--- src/rtl/c_merge_n_d_arb.sv ---
// N-input merge with data: arbitrates pending one-cycle drives, registers the winner's data
// and handshakes downstream. Define CMERGE_RR_ARB_EN for round-robin, else fixed priority.
module c_merge_n_d_arb #(
    parameter  int DATA_WIDTH = 128,
    parameter  int NUM_CH     = 4,
    localparam int CH_W       = $clog2(NUM_CH)
) (
    input  logic                         clk,
    input  logic                         rst,
    input  logic [NUM_CH-1:0]            i_drive,
    input  logic [NUM_CH*DATA_WIDTH-1:0] i_data,
    output logic [NUM_CH-1:0]            o_free,
    output logic                         o_driveNext,
    input  logic                         i_freeNext,
    output logic [DATA_WIDTH-1:0]        o_data,
    output logic [CH_W-1:0]              o_grant,
    output logic                         o_busy,
    output logic [NUM_CH-1:0]            o_overrun
);

    typedef enum logic {
        S_IDLE,
        S_WAIT
    } state_t;

    state_t                  state_q, state_d;
    logic [NUM_CH-1:0]       pend_q, pend_d;
    logic [NUM_CH-1:0]       free_q, free_d;
    logic [NUM_CH-1:0]       ovr_q, ovr_d;
    logic [DATA_WIDTH-1:0]   data_q, data_d;
    logic [CH_W-1:0]         grant_q, grant_d;
    logic                    dn_q, dn_d;

    logic                    win_found;
    logic [CH_W-1:0]         win_idx;
    logic [NUM_CH-1:0]       clear_mask;
    logic [NUM_CH-1:0]       busy_mask;
    logic [NUM_CH-1:0]       drop;

`ifdef CMERGE_RR_ARB_EN
    logic [CH_W-1:0]         ptr_q, ptr_d;
    logic [CH_W-1:0]         cand;

    // Search starts just past the last granted channel and wraps.
    always_comb begin
        win_found = 1'b0;
        win_idx   = '0;
        cand      = '0;
        for (int unsigned i = 0; i < NUM_CH; i++) begin
            cand = CH_W'((int unsigned'(ptr_q) + 1 + i) % NUM_CH);
            if (!win_found && pend_q[cand]) begin
                win_found = 1'b1;
                win_idx   = cand;
            end
        end
    end
`else
    always_comb begin
        win_found = 1'b0;
        win_idx   = '0;
        for (int unsigned i = 0; i < NUM_CH; i++) begin
            if (!win_found && pend_q[CH_W'(i)]) begin
                win_found = 1'b1;
                win_idx   = CH_W'(i);
            end
        end
    end
`endif

    always_comb begin
        state_d    = state_q;
        data_d     = data_q;
        grant_d    = grant_q;
        dn_d       = 1'b0;
        free_d     = '0;
        clear_mask = '0;
`ifdef CMERGE_RR_ARB_EN
        ptr_d      = ptr_q;
`endif
        case (state_q)
            S_IDLE: begin
                if (win_found) begin
                    data_d     = i_data[win_idx*DATA_WIDTH +: DATA_WIDTH];
                    grant_d    = win_idx;
                    clear_mask = NUM_CH'(1) << win_idx;
                    dn_d       = 1'b1;
                    state_d    = S_WAIT;
`ifdef CMERGE_RR_ARB_EN
                    ptr_d      = win_idx;
`endif
                end
            end
            S_WAIT: begin
                if (i_freeNext) begin
                    free_d  = NUM_CH'(1) << grant_q;
                    state_d = S_IDLE;
                end
            end
        endcase

        // A drive is lost if its channel already waits, unless that wait is being granted
        // on this very edge; the channel currently held in WAIT cannot queue another.
        busy_mask = (state_q == S_WAIT) ? (NUM_CH'(1) << grant_q) : '0;
        drop      = i_drive & ((pend_q & ~clear_mask) | busy_mask);
        pend_d    = (pend_q & ~clear_mask) | (i_drive & ~drop);
        ovr_d     = drop;
    end

    always_ff @(posedge clk) begin
        if (rst) begin
            state_q <= S_IDLE;
            pend_q  <= '0;
            free_q  <= '0;
            ovr_q   <= '0;
            data_q  <= '0;
            grant_q <= '0;
            dn_q    <= 1'b0;
`ifdef CMERGE_RR_ARB_EN
            ptr_q   <= CH_W'(NUM_CH - 1);
`endif
        end else begin
            state_q <= state_d;
            pend_q  <= pend_d;
            free_q  <= free_d;
            ovr_q   <= ovr_d;
            data_q  <= data_d;
            grant_q <= grant_d;
            dn_q    <= dn_d;
`ifdef CMERGE_RR_ARB_EN
            ptr_q   <= ptr_d;
`endif
        end
    end

    assign o_free      = free_q;
    assign o_driveNext = dn_q;
    assign o_data      = data_q;
    assign o_grant     = grant_q;
    assign o_busy      = (state_q == S_WAIT);
    assign o_overrun   = ovr_q;

endmodule

--- config.mk ---
export PLATFORM = sky130hd
export DESIGN_NAME = c_merge_n_d_arb
export DESIGN_NICKNAME = d
export VERILOG_FILES = /design/src/rtl/c_merge_n_d_arb.sv
export SDC_FILE = /design/constraint.sdc
export NUM_CORES = 1
export LEC_CHECK = 0
export BUFFER_PORTS_ARGS = -buffer_cell sky130_fd_sc_hd__buf_2
export CAP_MARGIN = 15
export CORE_AREA = 2 2 256 258
export CTS_CLUSTER_SIZE = 24
export DETAILED_ROUTE_END_ITERATION = 8
export DIE_AREA = 0 0 258 260
export MAX_ROUTING_LAYER = met4
export SETUP_SLACK_MARGIN = 0.1
export SKIP_CTS_REPAIR_TIMING = 1
export SLEW_MARGIN = 20
export SYNTH_ARGS = -nofsm -noshare
export SYNTH_HDL_FRONTEND = slang
export SYNTH_SLANG_ARGS = --single-unit
--- constraint.sdc ---
create_clock -name clk -period 1.8 [get_ports clk]
set_input_delay 0.09 -clock clk [delete_from_list [all_inputs] [get_ports clk]]
set_output_delay 0.09 -clock clk [all_outputs]
set_load 0.01 [all_outputs]
Word level (Yosys, flattened, before mapping)
Cells that the tools add are included. Widths: inputs -> output; s select.

Reduce and logical (&&, ||, !) cells: 9. Shift-type cells: 3. Bitwise logic cells: 9. Mux-type cells: 13.

Operator list (count): $shiftx 512x10->128 (1); $and 4x4->4 (3); $mux 4 (3); $not 4->4 (2); $or 4x4->4 (2); $shl 1x2->4 const A (2); $mux 1 (7); $mux 2 (2); $logic_and 1x1->1 (3); $logic_not 1->1 (3); $reduce_or 3->1 (1); $not 1->1 (2); $pmux 1 s2 (1); $reduce_and 2->1 (1); $reduce_or 2->1 (1).

Register bits after elaboration: 144. Bits of input ports: 519. Output and inout bits: 140. Word-level logic and storage cells: 41.

Longest topological paths before layout
Depth in word-level cells: 20. Depth in mapped cells: 7. Mapped depth without buffers: 3.

Worst setup path after synthesis
OpenSTA, ideal clock, no wires.

Kind: register to register. From: reg pend_q[0]. To: reg data_q[100], in the netlist o_data[100]. Data arrival time: 1525 ps. Stages on the path, launching flop included: 8. Data required time: 1666 ps. Setup time: 134 ps. Path buffers: 4. Period minus slack after synthesis: 1660 ps. Slack: 140 ps. Cell sequence: dfxtp_1 -> buf_6 -> or4_4 -> buf_6 -> buf_6 -> buf_6 -> a21oi_2 -> a311oi_1.

Cells in the longest elaborated chain, start to end: 11. Elaborated cells between the ends (all ways): 15. Those cells by class: 1 x shift; 7 x mux; 7 x reduce/logical.

RTL lines: from (decl) (line 27) `logic [NUM_CH-1:0] pend_q, pend_d;`; from (signal assigned) (line 123) `pend_q <= pend_d;`; $mux 1 (*) (line 62) `if (!win_found && pend_q[CH_W'(i)]) begin`; $logic_not 1->1 (line 62); $logic_and 1x1->1 (line 62); $mux 1 (line 62); $logic_not 1->1 (line 62); $logic_and 1x1->1 (line 62); $mux 1 (line 62); $logic_not 1->1 (line 62); $logic_and 1x1->1 (line 62); $mux 2 / $mux 1 (equally long branches) (line 62); $shiftx 512x10->128 / $reduce_and 2->1 (equally long branches); to (signal assigned) (line 126) `data_q <= data_d;`; to (decl) (line 30) `logic [DATA_WIDTH-1:0] data_q, data_d;`.

Mark *: on every way between the ends. The rest lies on a longest branch, timed or not. A chain may end at the register's enable or synchronous reset.

Worst setup path in the final report
From: reg pend_q[1]. To: reg data_q[56], in the netlist o_data[56].

Cells in the longest elaborated chain, start to end: 9. Elaborated cells between the ends (all ways): 13. Those cells by class: 1 x shift; 6 x mux; 6 x reduce/logical.

RTL lines (line): $logic_and 1x1->1 (*) (62); $mux 1 (62); $logic_not 1->1 (62); $logic_and 1x1->1 (62); $mux 1 (62); $logic_not 1->1 (62); $logic_and 1x1->1 (62); $mux 2 / $mux 1 (equally long branches) (62); $shiftx 512x10->128 / $reduce_and 2->1 (equally long branches).

Marked as above.

==> flow_summary_export.csv <==
group,metric,value,unit
run_status,status,"finished with violations",
run_status,violations,"hold timing",
drt,wl_per_cell,20.3,microns
power_and_ir_drop,irDropWorstVdd,600,uV
critical_path,reg2reg_slack,0.03,ns
critical_path,worst_r2r_startpoint,"pend_q[1]$_SDFF_PP0_",
drt,wl,57600,microns
critical_path,worstRegToRegCells,4,
die,fp.dieH,260,microns
clock_network,cts.sinks,144,
worst_hold_path,hold_class,"in2reg",
place,dp_hpwl,39900,microns
clock_network,clk_path_buf_depth,2,
critical_path,r2r-end,"o_data[56]$_SDFFE_PP0P_",
clock_network,cts-root-buf,"clkbuf_16",
finish,area_growth,66.5,%
sta,fin_crit,1.77,ns
global_routing,grt_overflow,0,
die,die_w,258,microns
flow_run,cap_violations,0,
critical_path,crit_required,2.13,ns
sta,finalClockSkew,0.0250,ns
yosys,synthesis.nets,1785,
worst_hold_path,hp-start,"i_data[486]",
global_routing,grt_max_degree,74,
global_routing,grtUsageTotal,15.8,%
die,start_util,16.0,%
finish,final_core_util,26.7,%
drt,detail-route-antenna-nets,0,
sta,rsz0062_at_grt,"true",
yosys,yosysWarnings,0,
drt,vias,14100,
yosys,synth_area,10300,sq um
clock_network,worstSkewPairLatency,0.48,ns
clock_network,cts_made_buffers,17,
drt,drt_iter0_drc,1469,
finish,final_cell_mix,"buf_2 (657), dfxtp_1 (139), nand3b_1 (129), dlygate4sd3_1 (125), a21oi_1 (122)",
critical_path,crit_arrival,2.10,ns
power_and_ir_drop,power,13.9,mW
drt,vias_per_cell,4.98,
finish,final_nets,2490,
sta,maxSlewViolCount,0,
place,gp_congestion,0.945,
global_routing,grt_pass1_wl,79100,microns
die,die_area,67100,sq um
sta,hold_viol,12,
worst_hold_path,worst_hold_path.endpoint,"o_data[102]$_SDFFE_PP0P_",
worst_hold_path,min_path_cells,3,
clock_network,h-tree-depth,4,
clock_network,cts_tree,"built",
clock_network,clkTransAtPathRegs,0.07,ns
global_routing,antenna_found_initial,4,
critical_path,crit_path_end_kind,"flop",
yosys,ys_seq_area_share,28.0,%
sta,fmax,565,MHz
die,io_pins,659,
finish,drive_above_1_share,44.6,%
sta,post-route-period-util,98.3,%
power_and_ir_drop,p_per_area,814,nW/um^2
critical_path,crit_fanout,55,
yosys,synth_cell_type_count,38,
critical_path,critical_path_class,"reg2reg",
sta,worst_pin_slew,0.651,ns
sta,hold-worst-slack,-0.0345,ns
critical_path,critPathLaunchType,"flop",
yosys,syn-mean-instance-area,8.13,sq um
drt,first_pass_iters,6,
sta,fin_setup_tns,0,ns
place,numPortBuffers,658,
die,rows,93,
yosys,syn_inst,1266,
sta,setup_violations,0,
power_and_ir_drop,p_leak,7.28,nW
die,core-area,64100,sq um
finish,layout_commonest_cell,"buf_2",
drt,drc_errors,0,
global_routing,grt_pass1_vias,12800,
yosys,synth-seq-cells,144,
sta,slew_headroom,56.6,%
[metrics by stage]
step | std cells | hold slack, ns | worst slack [ns] | area (sq um)
after global routing | 2842 | 0.000753 | 0.0367 | 17100
after global placement | 2674 | 0.347 | 0.0960 | 14900
after detailed placement | 2674 | 0.350 | 0.0778 | 14900
final | 2842 | -0.0345 | 0.0312 | 17100
after floorplan | 1266 | 0.220 | 0.140 | 10300
after CTS | 2705 | -0.190 | 0.0495 | 15500
[cells in the mapped netlist]
master	instances	area [sq um]
a21bo_1	1	10.0
a21o_1	106	796
a21oi_1	141	706
a21oi_2	9	78.8
a221o_1	22	220
a221oi_1	106	928
a22o_1	10	87.6
a311oi_1	106	928
and3b_1	1	8.76
and4_1	1	8.76
buf_1	3	11.3
buf_2	15	75.1
buf_4	1	7.51
buf_6	6	67.6
clkbuf_1	155	582
dfxtp_1	144	2880
inv_1	2	7.51
inv_2	1	3.75
nand2_1	39	146
nand2b_1	4	25.0
nand3_1	1	5.00
nand3b_1	129	968
nor2_1	17	63.8
nor2b_1	3	18.8
nor3_1	4	20.0
nor3_2	1	10.0
nor3b_1	2	15.0
o2111ai_1	1	8.76
o211a_1	1	10.0
o21ai_0	109	546
o21ai_1	12	60.1
o31ai_1	2	15.0
o41ai_1	1	8.76
or2_2	2	12.5
or3b_1	55	482
or3b_2	51	447
or4_1	1	7.51
or4_4	1	11.3
[worst max path at each step]
stage | from | end | slack [ns] | cells after the start
global route | pend_q[1]$_SDFF_PP0_ | o_data[5]$_SDFFE_PP0P_ | 0.04 | 4
floorplan | pend_q[0]$_SDFF_PP0_ | o_data[100]$_SDFFE_PP0P_ | 0.14 | 7
CTS | pend_q[0]$_SDFF_PP0_ | o_data[77]$_SDFFE_PP0P_ | 0.05 | 5
finish | pend_q[1]$_SDFF_PP0_ | o_data[56]$_SDFFE_PP0P_ | 0.03 | 4
global placement | pend_q[0]$_SDFF_PP0_ | o_data[2]$_SDFFE_PP0P_ | 0.1 | 5
detailed placement | pend_q[0]$_SDFF_PP0_ | o_data[77]$_SDFFE_PP0P_ | 0.08 | 5
[final cells by class]
cell class / count / area [sq um]
antenna: 4 / 10.0
sequential: 144 / 2900
fill: 6936 / 47000
tap: 855 / 1070
timing repair buffer: 866 / 5610
multi-input combinational: 939 / 6880
clock inverter: 9 / 156
clock buffer: 22 / 484
inverter: 3 / 15.0
[worst max-delay path: stages, from the launching register on]
cell      delay (ns)
dfxtp_4         0.36
or4_4           0.61
buf_12          0.21
a21oi_1         0.24
a311oi_1        0.06
[flip-flops by register name (all words and copies together) (netlist names)]
name / flops
pend_q: 4
o_data: 128
o_busy: 1
o_grant: 2
o_driveNext: 1
o_free: 4
o_overrun: 4
[routing by layer]
metal / up-vias / part of all wire (%) / track usage, %
met5: - / 0 / -
met4: 0 / 2.9 / 5.78
met3: 112 / 8.7 / 3.62
met2: 855 / 49 / 25.5
met1: 6744 / 40 / 19.1
li1: 6435 / - / -
[logic make-up (layout without fill, tap and decap cells)]
| kind of cell | after synthesis | count (layout) | share of synthesized area [%] |
|---|---|---|---|
| buffers and inverters | 183 | 900 | 7.33 |
| AND/OR/NAND/NOR | 312 | 312 | 21.9 |
| other | 0 | 4 | 0 |
| flip-flops | 144 | 144 | 28.0 |
| AO/OA/AOI/OAI | 627 | 627 | 42.8 |
[power by group]
| group | internal [mW] | switching (mW) |
|---|---|---|
| sequential | 3.71 | 0.359 |
| clock | 2.46 | 1.68 |
| combinational | 2.64 | 3.08 |
| total | 8.82 | 5.11 |
(Power assumes the default switching activity.)
